--- src/rtl/mmu_port_arbiter.sv ---
// mmu_port_arbiter: shares the single MMU access port between the
// instruction-fetch path (read-only) and the load/store path (read/write,
// byte-selected). It sequences the MMU retrieve/read_or_write windows,
// captures read data, and returns per-port completion pulses.
//
// Ports:
//   soc_clk, reset        clock, synchronous active-low reset
//   if_req/if_addr        fetch read request (held until if_gnt)
//   if_gnt                fetch accepted this cycle (combinational, IDLE only)
//   if_rvalid/if_rdata    fetch completion pulse / last fetch read data
//   ls_req/ls_we/ls_addr  load/store request (held until ls_gnt)
//   ls_bytesel/ls_wdata   write byte mask / write data
//   ls_gnt                load/store accepted this cycle (combinational)
//   ls_done/ls_rdata      load/store completion pulse / last load read data
//   CU_address, CU_bytesel, CU_dat_in, read_or_write, retrieve  -> MMU
//   MMU_dat_out           <- MMU read data
//   busy                  high whenever the sequencer is not IDLE
module mmu_port_arbiter #(
    parameter int unsigned ADDR_W         = 7,
    parameter int unsigned DATA_W         = 32,
    parameter int unsigned OP_CYCLES      = 2,
    parameter int unsigned RECOVER_CYCLES = 2
) (
    input  logic              soc_clk,
    input  logic              reset,

    input  logic              if_req,
    input  logic [ADDR_W-1:0] if_addr,
    output logic              if_gnt,
    output logic              if_rvalid,
    output logic [DATA_W-1:0] if_rdata,

    input  logic              ls_req,
    input  logic              ls_we,
    input  logic [ADDR_W-1:0] ls_addr,
    input  logic [3:0]        ls_bytesel,
    input  logic [DATA_W-1:0] ls_wdata,
    output logic              ls_gnt,
    output logic              ls_done,
    output logic [DATA_W-1:0] ls_rdata,

    output logic [ADDR_W-1:0] CU_address,
    output logic [3:0]        CU_bytesel,
    output logic [DATA_W-1:0] CU_dat_in,
    output logic              read_or_write,
    output logic              retrieve,
    input  logic [DATA_W-1:0] MMU_dat_out,

    output logic              busy
);

    localparam int unsigned MAX_CYC = (OP_CYCLES > RECOVER_CYCLES) ? OP_CYCLES : RECOVER_CYCLES;
    localparam int unsigned CNT_W   = (MAX_CYC > 1) ? $clog2(MAX_CYC) : 1;

    typedef enum logic [1:0] {
        ST_IDLE    = 2'd0,
        ST_ISSUE   = 2'd1,
        ST_RESP    = 2'd2,
        ST_RECOVER = 2'd3
    } state_t;

    state_t             r_state;
    state_t             w_state_nxt;
    logic [CNT_W-1:0]   r_cnt;
    logic [CNT_W-1:0]   w_cnt_nxt;
    logic               w_gnt_if;
    logic               w_gnt_ls;
    logic               w_issue_last;

    // Round-robin memory: 1 = LSU was granted last, 0 = fetch.
    logic               r_last_ls;
    // Owner of the operation in flight: 1 = LSU, 0 = fetch.
    logic               r_owner_ls;

    logic [ADDR_W-1:0]  r_cu_addr;
    logic [3:0]         r_cu_bytesel;
    logic [DATA_W-1:0]  r_cu_dat_in;
    logic               r_rw;
    logic               r_retrieve;
    logic               r_busy;
    logic               r_if_rvalid;
    logic               r_ls_done;
    logic [DATA_W-1:0]  r_if_rdata;
    logic [DATA_W-1:0]  r_ls_rdata;

    // Final ISSUE cycle: read data is sampled on the edge that ends it.
    assign w_issue_last = (r_state == ST_ISSUE) && (r_cnt == '0);

    // Next-state, counter and grant decode.
    always_comb begin
        w_state_nxt = r_state;
        w_cnt_nxt   = r_cnt;
        w_gnt_if    = 1'b0;
        w_gnt_ls    = 1'b0;
        case (r_state)
            ST_IDLE: begin
                // No grant while reset is asserted; the edge would discard it.
                if (reset) begin
                    if (ls_req && (!if_req || !r_last_ls)) begin
                        w_gnt_ls = 1'b1;
                    end else if (if_req) begin
                        w_gnt_if = 1'b1;
                    end
                end
                if (w_gnt_ls || w_gnt_if) begin
                    w_state_nxt = ST_ISSUE;
                    w_cnt_nxt   = CNT_W'(OP_CYCLES - 1);
                end
            end
            ST_ISSUE: begin
                if (r_cnt == '0) begin
                    w_state_nxt = ST_RESP;
                end else begin
                    w_cnt_nxt = r_cnt - CNT_W'(1);
                end
            end
            ST_RESP: begin
                w_state_nxt = ST_RECOVER;
                w_cnt_nxt   = CNT_W'(RECOVER_CYCLES - 1);
            end
            ST_RECOVER: begin
                if (r_cnt == '0) begin
                    w_state_nxt = ST_IDLE;
                end else begin
                    w_cnt_nxt = r_cnt - CNT_W'(1);
                end
            end
            default: begin
                w_state_nxt = ST_IDLE;
                w_cnt_nxt   = '0;
            end
        endcase
    end

    // State and counter register.
    always_ff @(posedge soc_clk) begin
        if (!reset) begin
            r_state <= ST_IDLE;
            r_cnt   <= '0;
        end else begin
            r_state <= w_state_nxt;
            r_cnt   <= w_cnt_nxt;
        end
    end

    // Winner's fields are frozen on the granting edge and held until the next grant.
    always_ff @(posedge soc_clk) begin
        if (!reset) begin
            r_last_ls    <= 1'b0;
            r_owner_ls   <= 1'b0;
            r_cu_addr    <= '0;
            r_cu_bytesel <= '0;
            r_cu_dat_in  <= '0;
            r_rw         <= 1'b0;
        end else if (w_gnt_ls) begin
            r_last_ls    <= 1'b1;
            r_owner_ls   <= 1'b1;
            r_cu_addr    <= ls_addr;
            r_rw         <= ls_we;
            r_cu_bytesel <= ls_we ? ls_bytesel : 4'b1111;
            r_cu_dat_in  <= ls_we ? ls_wdata : '0;
        end else if (w_gnt_if) begin
            r_last_ls    <= 1'b0;
            r_owner_ls   <= 1'b0;
            r_cu_addr    <= if_addr;
            r_rw         <= 1'b0;
            r_cu_bytesel <= 4'b1111;
            r_cu_dat_in  <= '0;
        end
    end

    // Read-data capture into the owning port's register; writes leave both untouched.
    always_ff @(posedge soc_clk) begin
        if (!reset) begin
            r_if_rdata <= '0;
            r_ls_rdata <= '0;
        end else if (w_issue_last && !r_rw) begin
            if (r_owner_ls) begin
                r_ls_rdata <= MMU_dat_out;
            end else begin
                r_if_rdata <= MMU_dat_out;
            end
        end
    end

    // Strobes and pulses are registered from the next state.
    always_ff @(posedge soc_clk) begin
        if (!reset) begin
            r_retrieve  <= 1'b0;
            r_busy      <= 1'b0;
            r_if_rvalid <= 1'b0;
            r_ls_done   <= 1'b0;
        end else begin
            r_retrieve  <= (w_state_nxt == ST_ISSUE);
            r_busy      <= (w_state_nxt != ST_IDLE);
            r_if_rvalid <= (w_state_nxt == ST_RESP) && !r_owner_ls;
            r_ls_done   <= (w_state_nxt == ST_RESP) && r_owner_ls;
        end
    end

    assign if_gnt        = w_gnt_if;
    assign ls_gnt        = w_gnt_ls;
    assign if_rvalid     = r_if_rvalid;
    assign if_rdata      = r_if_rdata;
    assign ls_done       = r_ls_done;
    assign ls_rdata      = r_ls_rdata;
    assign CU_address    = r_cu_addr;
    assign CU_bytesel    = r_cu_bytesel;
    assign CU_dat_in     = r_cu_dat_in;
    assign read_or_write = r_rw;
    assign retrieve      = r_retrieve;
    assign busy          = r_busy;

endmodule

--- config.mk ---
export PLATFORM = sky130hd
export DESIGN_NAME = mmu_port_arbiter
export DESIGN_NICKNAME = d
export VERILOG_FILES = /design/src/rtl/mmu_port_arbiter.sv
export SDC_FILE = /design/constraint.sdc
export NUM_CORES = 1
export LEC_CHECK = 0
export CORE_MARGIN = 2
export CORE_UTILIZATION = 44
export CTS_CLUSTER_DIAMETER = 30
export DETAILED_ROUTE_END_ITERATION = 10
export GPL_ROUTABILITY_DRIVEN = 0
export PLACE_DENSITY = 0.88
export SLEW_MARGIN = 10
export SYNTH_ARGS = -nofsm -noshare
export SYNTH_HDL_FRONTEND = slang
export SYNTH_SLANG_ARGS = --single-unit
export TNS_END_PERCENT = 20
--- constraint.sdc ---
create_clock -name soc_clk -period 2.47 [get_ports soc_clk]
set_clock_uncertainty 0.15 [all_clocks]
set_input_delay 0.494 -clock soc_clk [delete_from_list [all_inputs] [get_ports soc_clk]]
set_output_delay 0.494 -clock soc_clk [all_outputs]
set_load 0.1 [all_outputs]
Word level (Yosys, flattened, before mapping):

Cells that the tools add are included.

* flip-flop bits (word level): 116

* add/subtract/negate cells: 1
* eq/ne operators: 6
* mux-type cells: 27
* bitwise logic cells: 2
* reductions and logical operators: 16

Operators with widths (count)
* 2-to-1 mux 32 bit: 3
* 2-to-1 mux 1 bit: 14
* 2-to-1 mux 7 bit: 2
* 2-to-1 mux 4 bit: 3
* one-hot mux 2 bit (4 select lines): 1
* == test 2 bit (second input constant): 3
* 2-to-1 mux 2 bit: 3
* logical AND 1 bit: 5
* == test 2 x 1 -> 1 bit (second input constant): 2
* AND reduction 2 bit: 2
* nonzero test 2 bit: 2
* zero test 1 bit: 3
* one-hot mux 1 bit (3 select lines): 1
* zero test 2 bit: 1
* logical OR 1 bit: 2
* != test 2 bit (second input constant): 1
* inverter 1 bit: 2
* OR reduction 2 bit: 1
* subtractor 1 bit (second input constant): 1

Depth between registers and ports, before layout:

* depth after elaboration: 11
* depth in mapped cells: 6

Worst setup path before layout:

No wires, ideal clock.

* path kind: input-to-reg
* from: input port reset
* to: register r_owner_ls
* library setup time: 0.341 ns
* arrival time: 5.715 ns
* slack: -3.737 ns
* stages: 4
* path buffers: 1
* cells stage by stage: buf_2 nand2_1 a2111oi_0 o21bai_1

* cells in the longest elaborated chain, start to end: 4

RTL lines
* from (decl): line 25 `input logic reset,`
* 2-to-1 mux 1 bit: line 98 `if (reset) begin`
* 2-to-1 mux 1 bit (2 in series): line 95 `case (r_state)`
* net if_gnt: line 29 `output logic if_gnt,`
* nonzero test 2 bit (no line)
* to (signal assigned): line 150 `r_owner_ls <= 1'b0;`
* to (signal assigned): line 157 `r_owner_ls <= 1'b1;`
* to (signal assigned): line 164 `r_owner_ls <= 1'b0;`
* to (decl): line 73 `logic r_owner_ls;`

The timed path passes the listed nets, and every way through them passes these cells. The select of a mux whose other input is x is not followed.
A chain may end at the register's enable or synchronous reset.

==> flow_metrics.py <==
metrics = {
    "sta": {
        "rsz0062_at_grt": "false",
        "fin_crit_sh": 0.956,
        "whs_ns": 0.187,
        "setup_viol": 0,
        "max_slew_margin": 0.627,
        "hold_viol": 0,
        "drv_slew": 0,
        "tns_ns": 0,
        "fmax_ghz": 0.424,
        "layout_min_cycle_time_ns": 2.36,
        "worst_pin_slew_ns": 0.560,
    },
    "worst_setup_path": {
        "cp-end-kind": "primary output",
        "crit_buf_inv": 2,
        "crit_arrival_ns": 1.72,
        "start_kind": "register",
        "worstSetupPathType": "register to primary output",
        "cp_cell_sequence": "inv_1, a2111oi_4, buf_12",
        "cp-startpoint": "r_owner_ls",
        "required_ns": 1.83,
        "timing.rr.start": "r_state[0]",
        "crit_family": "flip-flops",
        "crit_fanout": 5,
        "cp_slowest_cell": "dfxtp_1",
        "cpPeakStageDelay_ns": 0.45,
    },
    "logic_synthesis": {
        "synth_compound_area_frac": 0.113,
        "ys_warn_count": 0,
        "syn_area_per_cell_um2": 10.5,
        "synth_edf_count": 0,
        "synth-main-ff-cell": "dfxtp_1",
        "syn_inst": 397,
        "yosys-mux-area-fraction": 0.171,
        "ys_ff_latch": 116,
        "async_reset_ff_frac": 0,
        "synth-adder-area-share": 0,
        "synth_top_family_by_area": "multiplexers",
        "ys_top_cells_by_count": "dfxtp_1 (116), nand2_1 (98), mux2i_1 (71), a22o_1 (32), clkbuf_1 (13)",
        "synth_area_leader_cell": "dfxtp_1",
        "synth-simple-area-share": 0.116,
        "synth_most_common_cell": "dfxtp_1",
        "synth_xor_xnor_area_share": 0.00210,
        "synth_cell_types": 31,
        "synthesis.nets": 484,
        "ys_seq_area_frac": 0.558,
        "yosys.area.top_type_share": 0.558,
        "netlist_top_cells_area": "dfxtp_1 (56%), mux2i_1 (17%), nand2_1 (8.8%), a22o_1 (6.7%), a211oi_1 (1.3%)",
        "syn_area_mm2": 0.00417,
    },
    "power_and_ir_drop": {
        "power.share.sequential": 0.327,
        "power.internal_mw": 4.20,
        "power.leakage_nw": 3.00,
        "power.density_mw_per_mm2": 985,
        "combPwrFrac": 0.290,
        "clkPwrFrac": 0.383,
        "p_sw_mw": 2.33,
        "p_sw_frac": 0.357,
        "ir_worst_vdd_v": 0.000520,
    },
    "global_route": {
        "grt_usage": 0.206,
        "antenna_found_initial": 0,
        "grt_pass1_wl_um": 16700,
        "grt_pass1_vias": 3520,
        "overflow": 0,
        "grt_max_degree": 100,
    },
    "cts": {
        "cts_hold_buf": 0,
        "clk_path_buf_depth": 2,
        "cts_tree": "done",
        "cts_sinks": 116,
        "clk_pin_slew_ns": 0.06,
        "cts-resized-gates": 0,
        "h-tree-depth": 4,
        "post-cts-setup-buffer-count": 0,
        "worstSkewPairLatency_ns": 0.49,
        "cts_root_buffer": "clkbuf_8",
        "numCtsBuffers": 17,
    },
    "worst_hold_path": {
        "hp-class": "input port to register",
        "min_from": "reset",
    },
    "drt": {
        "vias": 3566,
        "drtPass1Iterations": 5,
        "vias_per_cell": 4.99,
        "drc": 0,
        "wl_per_cell_um": 14.9,
        "drtIter0Drc": 60,
        "ant_nets": 0,
        "drt_wl_total_um": 10700,
    },
    "outcome": {
        "status": "finished clean",
    },
    "final_layout": {
        "n_antenna_cell": 0,
        "drive_above_1_share": 0.270,
        "fin_nets": 679,
        "syn_to_final_growth_pct": 59.1,
        "fin_area_mm2": 0.00663,
    },
    "placement": {
        "dpl-instance-area_mm2": 0.00602,
        "dp.final_hpwl_um": 7530,
        "portBuffers": 200,
    },
    "floorplanning": {
        "io_pins": 201,
        "die-area_mm2": 0.0103,
        "std_cell_rows": 35,
        "die_w_um": 101,
        "start_util": 0.453,
        "die_h_um": 101,
        "core_region_area_mm2": 0.00920,
    },
    "run": {
        "drv_cap": 0,
    },
}
## cells by family after synthesis
family                 Yosys count
AO/OA/AOI/OAI                   58
XOR/XNOR                         1
AND/OR/NAND/NOR                118
flip-flops                     116
multiplexers                    71
buffers and inverters           33
## layer usage
layer  global-route usage  up-vias  wire length (um)
li1                     -     1766                 -
met1                0.239     1660              4420
met2                0.365      134              5430
met3               0.0600        4               748
met4               0.0686        2                58
met5                    0        -                 5
## power groups by stage
stage	logic, mW	registers [mW]	clock network (mW)
6_report	1.89	2.13	2.50
5_1_grt	1.96	2.15	2.63
4_1_cts	1.90	2.14	2.54
3_5_place_dp	1.90	2.17	0
3_3_place_gp	1.88	2.17	0
2_1_floorplan	0.429	3.15	0
## through the flow
stage	instances	worst slack (ns)	total power, mW	utilization
6_report	715	0.109	6.53	0.721
2_1_floorplan	397	0.0110	3.58	-
3_5_place_dp	684	0.135	4.07	0.654
4_1_cts	715	0.0723	6.58	0.721
3_3_place_gp	684	0.176	4.05	0.654
5_1_grt	715	0.0293	6.75	0.721
## flip-flops by register name (all words and copies together), names as in the netlist
signal,count
CU_dat_in,32
if_rdata,32
ls_rdata,32
CU_address,7
CU_bytesel,4
r_state,2
busy,1
if_rvalid,1
ls_done,1
r_cnt,1
r_owner_ls,1
read_or_write,1
retrieve,1
## path summary, 6_finish.rpt
check,end,slack [ns],depth (start not counted)
worst min register to register,if_rdata[4],0.31,2
worst max register to register,ls_rdata[16],0.39,4
worst max-delay path,if_gnt,0.11,3
worst min-delay path,r_state[0],0.19,2
## cell usage in the layout (no fill, tap or decap), types with 5 or more instances in the layout
| cell | netlist | final |
|---|---|---|
| a21oi_1 | 9 | 8 |
| nor3_1 | 5 | 5 |
| mux2i_1 | 71 | 71 |
| dfxtp_1 | 116 | 116 |
| nand2_1 | 98 | 97 |
| clkbuf_16 | 0 | 16 |
| buf_12 | 0 | 6 |
| buf_4 | 3 | 115 |
| clkdlybuf4s50_1 | 0 | 85 |
| a22o_1 | 32 | 32 |
| a211oi_1 | 7 | 7 |
## cell type report
| class | count | area [um^2] |
|---|---|---|
| Clock buffer | 18 | 428 |
| Clock inverter | 13 | 184 |
| Fill cell | 665 | 2570 |
| Inverter | 2 | 7.51 |
| Multi-Input combinational cell | 248 | 1710 |
| Sequential cell | 116 | 2320 |
| Tap cell | 111 | 139 |
| Timing Repair Buffer | 207 | 1840 |
Note: power is estimated with default switching activity, not from simulation.
